[config.mk]
export PLATFORM = sky130hd
export DESIGN_NAME = shim_ad5676_dac_spi_ctrl
export DESIGN_NICKNAME = d
export VERILOG_FILES = /design/src/rtl/shim_ad5676_dac_spi_ctrl.sv
export SDC_FILE = /design/constraint.sdc
export NUM_CORES = 1
export LEC_CHECK = 0
export BUFFER_PORTS_ARGS = -buffer_cell sky130_fd_sc_hd__buf_2
export CAP_MARGIN = 10
export CORE_MARGIN = 2
export CORE_UTILIZATION = 30
export DETAILED_ROUTE_END_ITERATION = 8
export GPL_TIMING_DRIVEN = 0
export PLACE_DENSITY = 0.49
export SKIP_LAST_GASP = 1
export SLEW_MARGIN = 20
export SYNTH_ARGS = -nofsm -noshare
export SYNTH_HDL_FRONTEND = slang
export SYNTH_SLANG_ARGS = --single-unit
[constraint.sdc]
create_clock -name clk -period 1.8 [get_ports clk]
set_clock_uncertainty 0.15 [all_clocks]
set_input_delay 0.36 -clock clk [delete_from_list [all_inputs] [get_ports clk]]
set_output_delay 0.36 -clock clk [all_outputs]
set_load 0.01 [all_outputs]
[src/rtl/shim_ad5676_dac_spi_ctrl.sv]
// AD5676 SPI command shifter with programmable n_cs high time.
// Define SHIM_AD5676_READBACK_EN to build the sdo readback capture path.
module shim_ad5676_dac_spi_ctrl (
  input  logic        clk,
  input  logic        resetn,
  input  logic [4:0]  n_cs_high_time,
  input  logic        timing_done,
  input  logic [23:0] cmd_data,
  input  logic        cmd_valid,
  output logic        cmd_ready,
  output logic        n_cs,
  output logic        sclk_en,
  output logic        sdi,
  input  logic        sdo,
  output logic [23:0] rx_data,
  output logic        rx_valid,
  output logic        busy
);

  localparam logic [1:0] S_IDLE    = 2'd0;
  localparam logic [1:0] S_SHIFT   = 2'd1;
  localparam logic [1:0] S_CS_HIGH = 2'd2;

  logic [1:0]  state_r;
  logic [23:0] shift_r;
  logic [4:0]  bit_cnt_r;
  logic [4:0]  high_time_r;
  logic [4:0]  high_cnt_r;
  logic        accept_s;

  assign cmd_ready = resetn && (state_r == S_IDLE) && timing_done;
  assign busy      = (state_r != S_IDLE);
  assign accept_s  = cmd_valid && cmd_ready;

  // Transaction FSM; sdi is preloaded with the MSB so bit 23 is on the wire in the first n_cs-low cycle.
  always_ff @(posedge clk) begin
    if (!resetn) begin
      state_r     <= S_IDLE;
      shift_r     <= 24'd0;
      bit_cnt_r   <= 5'd0;
      high_time_r <= 5'd0;
      high_cnt_r  <= 5'd0;
      n_cs        <= 1'b1;
      sclk_en     <= 1'b0;
      sdi         <= 1'b0;
    end else begin
      case (state_r)
        S_IDLE: begin
          if (accept_s) begin
            state_r     <= S_SHIFT;
            shift_r     <= {cmd_data[22:0], 1'b0};
            high_time_r <= n_cs_high_time;
            bit_cnt_r   <= 5'd23;
            n_cs        <= 1'b0;
            sclk_en     <= 1'b1;
            sdi         <= cmd_data[23];
          end else begin
            n_cs    <= 1'b1;
            sclk_en <= 1'b0;
            sdi     <= 1'b0;
          end
        end
        S_SHIFT: begin
          if (bit_cnt_r == 5'd0) begin
            state_r    <= S_CS_HIGH;
            high_cnt_r <= high_time_r;
            n_cs       <= 1'b1;
            sclk_en    <= 1'b0;
            sdi        <= 1'b0;
          end else begin
            sdi       <= shift_r[23];
            shift_r   <= {shift_r[22:0], 1'b0};
            bit_cnt_r <= bit_cnt_r - 5'd1;
          end
        end
        S_CS_HIGH: begin
          if (high_cnt_r == 5'd0) begin
            state_r <= S_IDLE;
          end else begin
            high_cnt_r <= high_cnt_r - 5'd1;
          end
        end
        default: begin
          state_r <= S_IDLE;
          n_cs    <= 1'b1;
          sclk_en <= 1'b0;
          sdi     <= 1'b0;
        end
      endcase
    end
  end

`ifdef SHIM_AD5676_READBACK_EN
  // Only 23 bits are held: the 24th sample goes straight into rx_data.
  logic [22:0] rx_sr_r;

  // Readback capture, published on the S_SHIFT -> S_CS_HIGH transition.
  always_ff @(posedge clk) begin
    if (!resetn) begin
      rx_sr_r  <= 23'd0;
      rx_data  <= 24'd0;
      rx_valid <= 1'b0;
    end else begin
      rx_valid <= 1'b0;
      if (state_r == S_SHIFT) begin
        rx_sr_r <= {rx_sr_r[21:0], sdo};
        if (bit_cnt_r == 5'd0) begin
          rx_data  <= {rx_sr_r, sdo};
          rx_valid <= 1'b1;
        end
      end
    end
  end
`else
  logic unused_sdo;
  assign unused_sdo = sdo;
  assign rx_data    = 24'd0;
  assign rx_valid   = 1'b0;
`endif

endmodule

==> results_dict.tcl <==
set metrics [dict create \
    violations "negative setup slack" \
    cts_tree "built" \
    globalplace.congestion 0.7868 \
    layout_commonest_cell "nand2_1" \
    multi_input_area_mm2 0.001140 \
    yosys_warnings 0 \
    grt_pass1_wl_mm 8.286 \
    worstMarginPinSlew_ps 561.3 \
    relSlewSlack_pct 62.58 \
    dieArea_mm2 0.007666 \
    synth.avg_cell_area_um2 7.994 \
    p_per_area_mw_per_mm2 764.1 \
    cp-start-kind "flip-flop" \
    final_area_mm2 0.002729 \
    leakage_uw 0.001157 \
    layout_setup_ws_ps -80.72 \
    max-clock-path-buffers 2 \
    regArea_um2 863.3 \
    dpl.cell_count 403 \
    routed_wl_mm 5.263 \
    crit_type "flip-flop to flip-flop" \
    syn_area_mm2 0.002095 \
    fin_crit_sh_pct 104.5 \
    dp_hpwl_mm 3.662 \
    globalRouteTotalUtil_pct 13.85 \
    cts.clk_slew.worst_paths_ps 90 \
    synthTopCellsByArea "dfxtp_1, nand2_1, a311oi_1" \
    crit_arrival_ps 1930 \
    area_growth_pct 30.29 \
    chipHeight_um 87.56 \
    fp.dieW_um 87.56 \
    dr.pass1.iters 4 \
    core_mm2 0.006756 \
    slew_viol_final 0 \
    fin_nets 371 \
    place_area_mm2 0.002485 \
    synth_top_area_cell "dfxtp_1" \
    r2r_slack_ps -80 \
    antenna_found_initial 0 \
    h-tree-depth 2 \
    status "finished, violations left" \
    hp-class "primary input to flip-flop" \
    place_ws_ps -240.9 \
    wl_per_cell_um 12.65 \
    final_cells 416 \
    rsz0062_at_grt "true" \
    route.detailed.drc 0 \
    grt_pass1_vias 1672 \
    path_cells "inv_2, ha_4, or3b_4, or3_4, a2111oi_2" \
    yosysSeqAreaShare_pct 41.10 \
    required_ps 1840 \
    finalPower_uw 2085 \
    io_buffers 37 \
    mostFrequentLayoutCells "nand2_1, dfxtp_1, buf_2" \
    crit_path_max_incr_delay_ps 410 \
    setup_viol 4 \
    max-cap-violations 0 \
    ant_nets 0 \
    dr_total_vias 1926 \
    grt_overflow_total 0 \
    hold_viol 0 \
    holdBufCountCts 0 \
    end_kind "flip-flop" \
    clock_latency_ps 310 \
    synth_top_area_share_pct 41.10 \
    ys_types 38 \
    root_buffer "clkbuf_8" \
    vias_per_cell 4.630 \
    num_rows 30 \
    clkSinkCount 43 \
    start_util_pct 31.00 \
    fmax_mhz 531.7 \
    grt_max_degree 16 \
    drt_iter0_drc 49 \
    drive_gt1_share_pct 31.55 \
    slowest_stage "or3b_4" \
    antenna_cells 0 \
    ios 64 \
    cp_max_fo 5 \
    synth_cells 262 \
    ir_drop_mv 0.3194 \
    utilization_pct 40.39 \
    n_fill_cell 745 \
    fin_crit_ps 1881 \
    cts_buffers 5 \
    synth-seq-cells 43 \
]
## final timing paths
check | from | to | cells after the start
hold / removal | n_cs_high_time[0] | high_time_r[0] | 3
setup reg to reg | bit_cnt_r[0] | high_cnt_r[4] | 5
hold reg to reg | high_time_r[2] | high_time_r[2] | 2
setup / recovery | bit_cnt_r[0] | high_cnt_r[4] | 5
## cell type report
class / count / share of cell area, %
Buffer: 41 / 10.27
Multi-Input combinational cell: 195 / 41.77
Tap cell: 80 / 3.668
Timing Repair Buffer: 43 / 8.436
Sequential cell: 43 / 31.64
Inverter: 6 / 0.8253
Clock buffer: 5 / 2.522
Clock inverter: 3 / 0.8712
## report_power, final
group          internal (uW)  switching, uW  total [uW]
registers               1010           35.8        1040
logic                    187            202         389
clock network            278            374         652
## cells by family (layout without fill, tap and decap cells)
logic type	after synthesis	in the layout	synth area share (%)
xor+xnor	1	1	0.4182
simple gates	114	114	23.78
buf+inv	48	98	13.26
fa+ha+maj	2	2	1.195
mux	1	1	0.4779
compound gates	52	52	19.59
flops	43	43	41.10
other cells	1	25	0.1790
## layer usage
metal / up-vias / wire length (um) / track usage, %
met2: 56 / 2282 / 21.07
met5: - / 0 / 0
li1: 1005 / - / -
met1: 860 / 2636 / 19.38
met3: 5 / 277 / 3.770
met4: 0 / 67 / 3.776
## critical path, delay by kind of cell, from the launching register on
kind | cells | cell delay, ps
compound gates | 1 | 320
buf+inv | 1 | 60
fa+ha+maj | 1 | 140
flops | 1 | 330
simple gates | 2 | 770
## state kept, by name (all words and copies together) (netlist names)
name	cells
n_cs	1
bit_cnt_r	5
sclk_en	1
sdi	1
high_time_r	5
state_r	2
shift_r	23
high_cnt_r	5
## synth_stat cells (all sizes together)
cell,count
o2bb2ai,1
a221oi,1
o21ai,4
or2,1
and4bb,1
o311a,1
nand2,61
o21a,1
or3,2
and3,3
conb,1
a2111oi,1
o32ai,3
nor2b,3
buf,28
mux2i,1
ha,2
nor2,32
o22ai,1
a21oi,11
a222oi,1
a211oi,1
or3b,1
dfxtp,43
inv,6
clkbuf,14
o32a,1
xnor2,1
and2,1
o211ai,1
a22oi,1
nor3,4
nand2b,3
nor4b,2
a311oi,23
## per-stage QoR
step           TNS, ps  hold slack, ps
2_1_floorplan   -2.201           282.0
3_3_place_gp     -5347           299.6
3_5_place_dp     -5134           297.5
4_1_cts         -296.0           136.8
5_1_grt         -571.6           154.9
6_report        -205.1           140.4
## repair_timing
item	in CTS	in global routing
gates resized for setup	16	16
setup buffers	2	4
pin swaps	9	5
endpoints found under the setup margin	31	30
Power figures use the tool's default switching activity.
